===== config.mk =====
export PLATFORM = sky130hd
export DESIGN_NAME = vga_sync_controller
export DESIGN_NICKNAME = d
export VERILOG_FILES = /design/src/rtl/vga_pkg.sv /design/src/rtl/vga_phase_seq.sv /design/src/rtl/vga_sync_controller.sv
export SDC_FILE = /design/constraint.sdc
export NUM_CORES = 1
export LEC_CHECK = 0
export BUFFER_PORTS_ARGS = -buffer_cell sky130_fd_sc_hd__buf_2
export CELL_PAD_IN_SITES_DETAIL_PLACEMENT = 1
export CELL_PAD_IN_SITES_GLOBAL_PLACEMENT = 2
export CORE_MARGIN = 1.5
export CORE_UTILIZATION = 41
export CTS_BUF_LIST = sky130_fd_sc_hd__clkbuf_16
export DETAILED_ROUTE_END_ITERATION = 7
export GPL_TIMING_DRIVEN = 0
export PLACE_DENSITY = 0.9
export SYNTH_ARGS = -nofsm -noshare
export SYNTH_HDL_FRONTEND = slang
export SYNTH_HIERARCHICAL = 1
export SYNTH_SLANG_ARGS = --single-unit

===== constraint.sdc =====
create_clock -name clk -period 4.6 [get_ports clk]
set_input_delay 0.23 -clock clk [delete_from_list [all_inputs] [get_ports clk]]
set_output_delay 0.23 -clock clk [all_outputs]
set_load 0.05 [all_outputs]

===== src/rtl/vga_pkg.sv =====
`default_nettype none
// ============================================================================
// vga_pkg : phase encodings, default 640x480@60 timing and counter widths
// Revision: 1.0
// ============================================================================
package vga_pkg;

  typedef enum logic [2:0] {
    PH_IDLE = 3'd0,
    PH_SYNC = 3'd1,
    PH_BP   = 3'd2,
    PH_DISP = 3'd3,
    PH_FP   = 3'd4
  } phase_e;

  localparam int H_CNT_W = 12;
  localparam int V_CNT_W = 10;
  localparam int VPIX_W  = 7;
  localparam int REP_W   = 3;

  localparam int c_H_SYNC = 384;
  localparam int c_H_BP   = 192;
  localparam int c_H_DISP = 2560;
  localparam int c_H_FP   = 64;
  localparam int c_V_SYNC = 2;
  localparam int c_V_BP   = 33;
  localparam int c_V_DISP = 480;
  localparam int c_V_FP   = 10;
  localparam int c_V_REP  = 5;

endpackage
`default_nettype wire


===== src/rtl/vga_phase_seq.sv =====
`default_nettype none
// ============================================================================
// vga_phase_seq : SYNC/BP/DISP/FP phase FSM with an in-phase counter that
//                 steps on i_advance. Revision: 1.0
// ============================================================================
module vga_phase_seq
  import vga_pkg::*;
#(
  parameter int CNT_W    = 12,
  parameter int SYNC_LEN = 384,
  parameter int BP_LEN   = 192,
  parameter int DISP_LEN = 2560,
  parameter int FP_LEN   = 64
) (
  input  logic             clk,
  input  logic             reset,
  input  logic             i_en,
  input  logic             i_advance,
  output phase_e           o_phase,
  output logic [CNT_W-1:0] o_cnt,
  output logic             o_phase_end
);

  localparam logic [CNT_W-1:0] c_SYNC_LAST = CNT_W'(SYNC_LEN - 1);
  localparam logic [CNT_W-1:0] c_BP_LAST   = CNT_W'(BP_LEN - 1);
  localparam logic [CNT_W-1:0] c_DISP_LAST = CNT_W'(DISP_LEN - 1);
  localparam logic [CNT_W-1:0] c_FP_LAST   = CNT_W'(FP_LEN - 1);

  phase_e           r_phase, w_phase_nxt;
  logic [CNT_W-1:0] r_cnt, w_cnt_nxt, w_last;
  logic             w_phase_end;

  always_ff @(posedge clk or posedge reset) begin
    if (reset) begin
      r_phase <= PH_IDLE;
      r_cnt   <= '0;
    end else begin
      r_phase <= w_phase_nxt;
      r_cnt   <= w_cnt_nxt;
    end
  end

  always_comb begin
    w_last = '0;
    case (r_phase)
      PH_SYNC: w_last = c_SYNC_LAST;
      PH_BP:   w_last = c_BP_LAST;
      PH_DISP: w_last = c_DISP_LAST;
      PH_FP:   w_last = c_FP_LAST;
      default: w_last = '0;
    endcase
  end

  always_comb begin
    w_phase_nxt = r_phase;
    w_cnt_nxt   = r_cnt;
    w_phase_end = 1'b0;
    if (!i_en) begin
      w_phase_nxt = PH_IDLE;
      w_cnt_nxt   = '0;
    end else if (r_phase == PH_IDLE) begin
      // Leaving IDLE always starts a fresh period at the sync pulse.
      w_phase_nxt = PH_SYNC;
      w_cnt_nxt   = '0;
    end else if (i_advance) begin
      if (r_cnt == w_last) begin
        w_phase_end = 1'b1;
        w_cnt_nxt   = '0;
        case (r_phase)
          PH_SYNC: w_phase_nxt = PH_BP;
          PH_BP:   w_phase_nxt = PH_DISP;
          PH_DISP: w_phase_nxt = PH_FP;
          PH_FP:   w_phase_nxt = PH_SYNC;
          default: w_phase_nxt = PH_IDLE;
        endcase
      end else begin
        w_cnt_nxt = r_cnt + CNT_W'(1);
      end
    end
  end

  assign o_phase     = r_phase;
  assign o_cnt       = r_cnt;
  assign o_phase_end = w_phase_end;

endmodule
`default_nettype wire


===== src/rtl/vga_sync_controller.sv =====
`default_nettype none
// ============================================================================
// vga_sync_controller : 640x480@60 sync generator, pixel enable and VRAM row
//                       address for a 128x96 frame scaled 5x. Revision: 1.0
// ============================================================================
module vga_sync_controller
  import vga_pkg::*;
#(
  parameter int H_SYNC = c_H_SYNC,
  parameter int H_BP   = c_H_BP,
  parameter int H_DISP = c_H_DISP,
  parameter int H_FP   = c_H_FP,
  parameter int V_SYNC = c_V_SYNC,
  parameter int V_BP   = c_V_BP,
  parameter int V_DISP = c_V_DISP,
  parameter int V_FP   = c_V_FP,
  parameter int V_REP  = c_V_REP
) (
  input  logic              clk,
  input  logic              reset,
  input  logic              en,
  output logic              hsync_n,
  output logic              vsync_n,
  output logic              hpixel_en,
  output logic [VPIX_W-1:0] vpixel,
  output logic              frame_start
);

  phase_e               w_h_phase, w_v_phase;
  logic [H_CNT_W-1:0]   w_hcnt;
  logic [V_CNT_W-1:0]   w_vcnt;
  logic                 w_h_end, w_v_end, w_line_end;
  logic [VPIX_W-1:0]    r_vpixel;
  logic [REP_W-1:0]     r_rep;

  vga_phase_seq #(
    .CNT_W(H_CNT_W), .SYNC_LEN(H_SYNC), .BP_LEN(H_BP), .DISP_LEN(H_DISP), .FP_LEN(H_FP)
  ) u_hseq (
    .clk(clk), .reset(reset), .i_en(en), .i_advance(1'b1),
    .o_phase(w_h_phase), .o_cnt(w_hcnt), .o_phase_end(w_h_end)
  );

  assign w_line_end = w_h_end && (w_h_phase == PH_FP);

  vga_phase_seq #(
    .CNT_W(V_CNT_W), .SYNC_LEN(V_SYNC), .BP_LEN(V_BP), .DISP_LEN(V_DISP), .FP_LEN(V_FP)
  ) u_vseq (
    .clk(clk), .reset(reset), .i_en(en), .i_advance(w_line_end),
    .o_phase(w_v_phase), .o_cnt(w_vcnt), .o_phase_end(w_v_end)
  );

  // Clearing on the last visible line's end keeps vpixel from ever reaching 96.
  always_ff @(posedge clk or posedge reset) begin
    if (reset) begin
      r_vpixel <= '0;
      r_rep    <= '0;
    end else if (!en || (w_v_phase != PH_DISP) || w_v_end) begin
      r_vpixel <= '0;
      r_rep    <= '0;
    end else if (w_line_end) begin
      if (r_rep == REP_W'(V_REP - 1)) begin
        r_rep    <= '0;
        r_vpixel <= r_vpixel + VPIX_W'(1);
      end else begin
        r_rep <= r_rep + REP_W'(1);
      end
    end
  end

  assign hsync_n     = (w_h_phase != PH_SYNC);
  assign vsync_n     = (w_v_phase != PH_SYNC);
  assign hpixel_en   = (w_h_phase == PH_DISP) && (w_v_phase == PH_DISP);
  assign vpixel      = r_vpixel;
  assign frame_start = (w_h_phase == PH_SYNC) && (w_v_phase == PH_SYNC) &&
                       (w_hcnt == '0) && (w_vcnt == '0);

endmodule
`default_nettype wire


==> flow_metrics.env <==
export IMPL_layout_commonest_cell="dfrtp_1"
export IMPL_gp_congestion=0.835
export IMPL_switchingPower_w=0.000224
export IMPL_via_per_inst=6.27
export IMPL_h_tree_depth=2
export IMPL_fin_crit_ps=3790
export IMPL_cp_arrival_ps=3940
export IMPL_cp_data_required_time_ps=4750
export IMPL_clk_latency_ps=290
export IMPL_drc=0
export IMPL_cts_tree="built"
export IMPL_worstMarginPinSlew_ps=737
export IMPL_grt_pass1_wl_microns=12900
export IMPL_slew_headroom=0.506
export IMPL_ys_ff_latch=38
export IMPL_synthTopCellsByArea="dfrtp_1, nand2_1, nor2_1"
export IMPL_num_rows=28
export IMPL_setup_violations=0
export IMPL_cap_violations=0
export IMPL_async_flop_share=1.00
export IMPL_ant_nets=0
export IMPL_holdBufCountCts=1
export IMPL_drive_gt1_frac=0.121
export IMPL_seq_power_share=0.379
export IMPL_yosysWarnings=6
export IMPL_skew_ps=8.84
export IMPL_synth_area_sq_mm=0.00263
export IMPL_die_y_microns=83.0
export IMPL_port_buffers=13
export IMPL_finalCritPeriodShare=0.823
export IMPL_ys_types=65
export IMPL_power_share_combinational=0.127
export IMPL_n_antenna_cell=0
export IMPL_fin_setup_tns_ps=0
export IMPL_initial_core_util=0.433
export IMPL_dr_pass1_iters=4
export IMPL_wl_microns=7540
export IMPL_grt_antenna_before_repair=0
export IMPL_wire_per_inst_microns=19.0
export IMPL_rsz0062_at_grt="false"
export IMPL_areaGrowthSynthToFinish_pct=13.6
export IMPL_num_nets_final=330
export IMPL_critPathLaunchType="flip-flop"
export IMPL_power_density_mw_per_mm2=304
export IMPL_dr_first_iter_drc_count=96
export IMPL_ys_seq_area_frac=0.362
export IMPL_synth_edf_count=0
export IMPL_crit_type="flip-flop to flip-flop"
export IMPL_swShare=0.246
export IMPL_cp_end_kind="flip-flop"
export IMPL_grt_max_degree=16
export IMPL_grt_usage=0.229
export IMPL_synth_nets=309
export IMPL_first_global_vias=2481
export IMPL_report_final_slew_viol_count=0
export IMPL_ios=14
export IMPL_p_clk_frac=0.493
export IMPL_post_cts_buffers=0
export IMPL_status="complete, no violations"
export IMPL_post_dp_hpwl_microns=5250
export IMPL_syn_inst=301
export IMPL_total_power_w=0.000909
export IMPL_ir_worst_vdd_uv=152
export IMPL_clock_sinks=38
export IMPL_ys_flop_type="dfrtp_1"
export IMPL_holdPathStages=2
export IMPL_fmax_mhz=264
export IMPL_synth_top_cell_area_share=0.362
export IMPL_vias=2497
export IMPL_root_buffer="clkbuf_16"
export IMPL_rr_worst_depth=12
export IMPL_fin_hold_ws_ps=297
export IMPL_overflow=0
export IMPL_die_area_sq_mm=0.00689
export IMPL_die_width_microns=83.0
export IMPL_power_leakage_nw=1.18
export IMPL_hp_class="input pin to flip-flop"
export IMPL_post_cts_resized=0
export IMPL_final_cell_mix="dfrtp_1, nand2_1, nor2_1, a21oi_1, buf_2"
export IMPL_clk_pin_slew_worst_paths_ps=60
export IMPL_core_sq_mm=0.00606
export IMPL_clk_path_buf_depth=2
export IMPL_synth_area_per_cell_sq_um=8.73
export IMPL_final_util=0.492
export IMPL_cts_buffers=5
export IMPL_p_int_w=0.000685
export IMPL_synth_top_cell_by_area="dfrtp_1"
export IMPL_final_hold_viol_count=0
export IMPL_worstPathMaxFanout=11
## sequential cells by signal, indices dropped and copies added (netlist names)
signal / count
r_rep: 3
u_hseq/o_cnt: 12
u_hseq/o_phase: 3
u_vseq/o_cnt: 10
u_vseq/o_phase: 3
vpixel: 7
## worst max-delay path, cell delays in order, from the launching register on
cell and delay, ps:
dfrtp_1 480, or3_4 460, a2111oi_4 490, o2111ai_4 240, nor2_1 160, nand4bb_1 110, clkbuf_2 190, inv_1 160
clkbuf_1 330, nand3_2 200, nor4_1 330, nand3b_1 400, a21oi_1 90
## cells in the mapped netlist (all sizes together) (3+ instances only)
master / n
dfrtp: 38
o211ai: 5
nand2b: 3
xor2: 5
xnor2: 6
o21ai: 12
and2: 3
a31oi: 3
nand3b: 3
buf: 5
inv: 12
o31a: 3
a211oi: 4
o311ai: 5
o22ai: 3
and3: 4
or4: 7
nor4: 14
o31ai: 8
nand2: 25
nand3: 16
or3: 4
nor2: 23
clkbuf: 10
nor3: 13
ha: 5
or3b: 3
nor2b: 4
a21oi: 17
nand4: 8
## logic make-up after synthesis
logic type | after synthesis | synth area share
compound gates | 75 | 0.218
xor+xnor | 11 | 0.0367
fa+ha+maj | 5 | 0.0238
buf+inv | 28 | 0.0476
flops | 38 | 0.362
mux | 2 | 0.00762
other cells | 1 | 0.00143
simple gates | 141 | 0.303
## path summary, 6_finish.rpt
kind	start	to	slack (ps)
worst min register to register	vpixel[6]	vpixel[6]	560
max in group asynchronous	reset	u_hseq/o_cnt[5]	3580
min in group asynchronous	reset	vpixel[6]	510
worst max-delay path	u_hseq/o_phase[2]	r_rep[0]	810
worst max register to register	u_hseq/o_phase[2]	r_rep[0]	810
worst min-delay path	en	u_vseq/o_phase[0]	300
## cell type report
type / instances / area (sq um)
Buffer: 15 / 76.3
Timing Repair Buffer: 14 / 75.1
Clock inverter: 3 / 63.8
Inverter: 13 / 48.8
Tap cell: 75 / 93.8
Multi-Input combinational cell: 235 / 1550
Sequential cell: 38 / 951
Fill cell: 750 / 3080
Clock buffer: 5 / 125
## layer usage
layer	track usage	vias up	routed length, microns	part of all wire
met5	0	-	0	0
met4	0.0621	0	78	0.010
met3	0.0358	6	188	0.025
met2	0.365	35	3670	0.49
met1	0.322	1267	3610	0.48
li1	-	1189	-	-
## metrics by stage
step	area (sq um)	setup slack [ps]	std cells
after floorplan	2630	1470	301
after global placement	2790	899	389
after detailed placement	2790	883	389
after CTS	2980	800	398
after global routing	2980	459	398
final	2980	812	398
## power groups by stage
stage | Clock [W] | Combinational (W) | Sequential [W]
2_1_floorplan | 0 | 0.0000867 | 0.000348
5_1_grt | 0.000473 | 0.000125 | 0.000345
6_report | 0.000448 | 0.000115 | 0.000345
3_3_place_gp | 0 | 0.000110 | 0.000350
4_1_cts | 0.000463 | 0.000114 | 0.000344
3_5_place_dp | 0 | 0.000112 | 0.000350
Power figures use the tool's default switching activity.
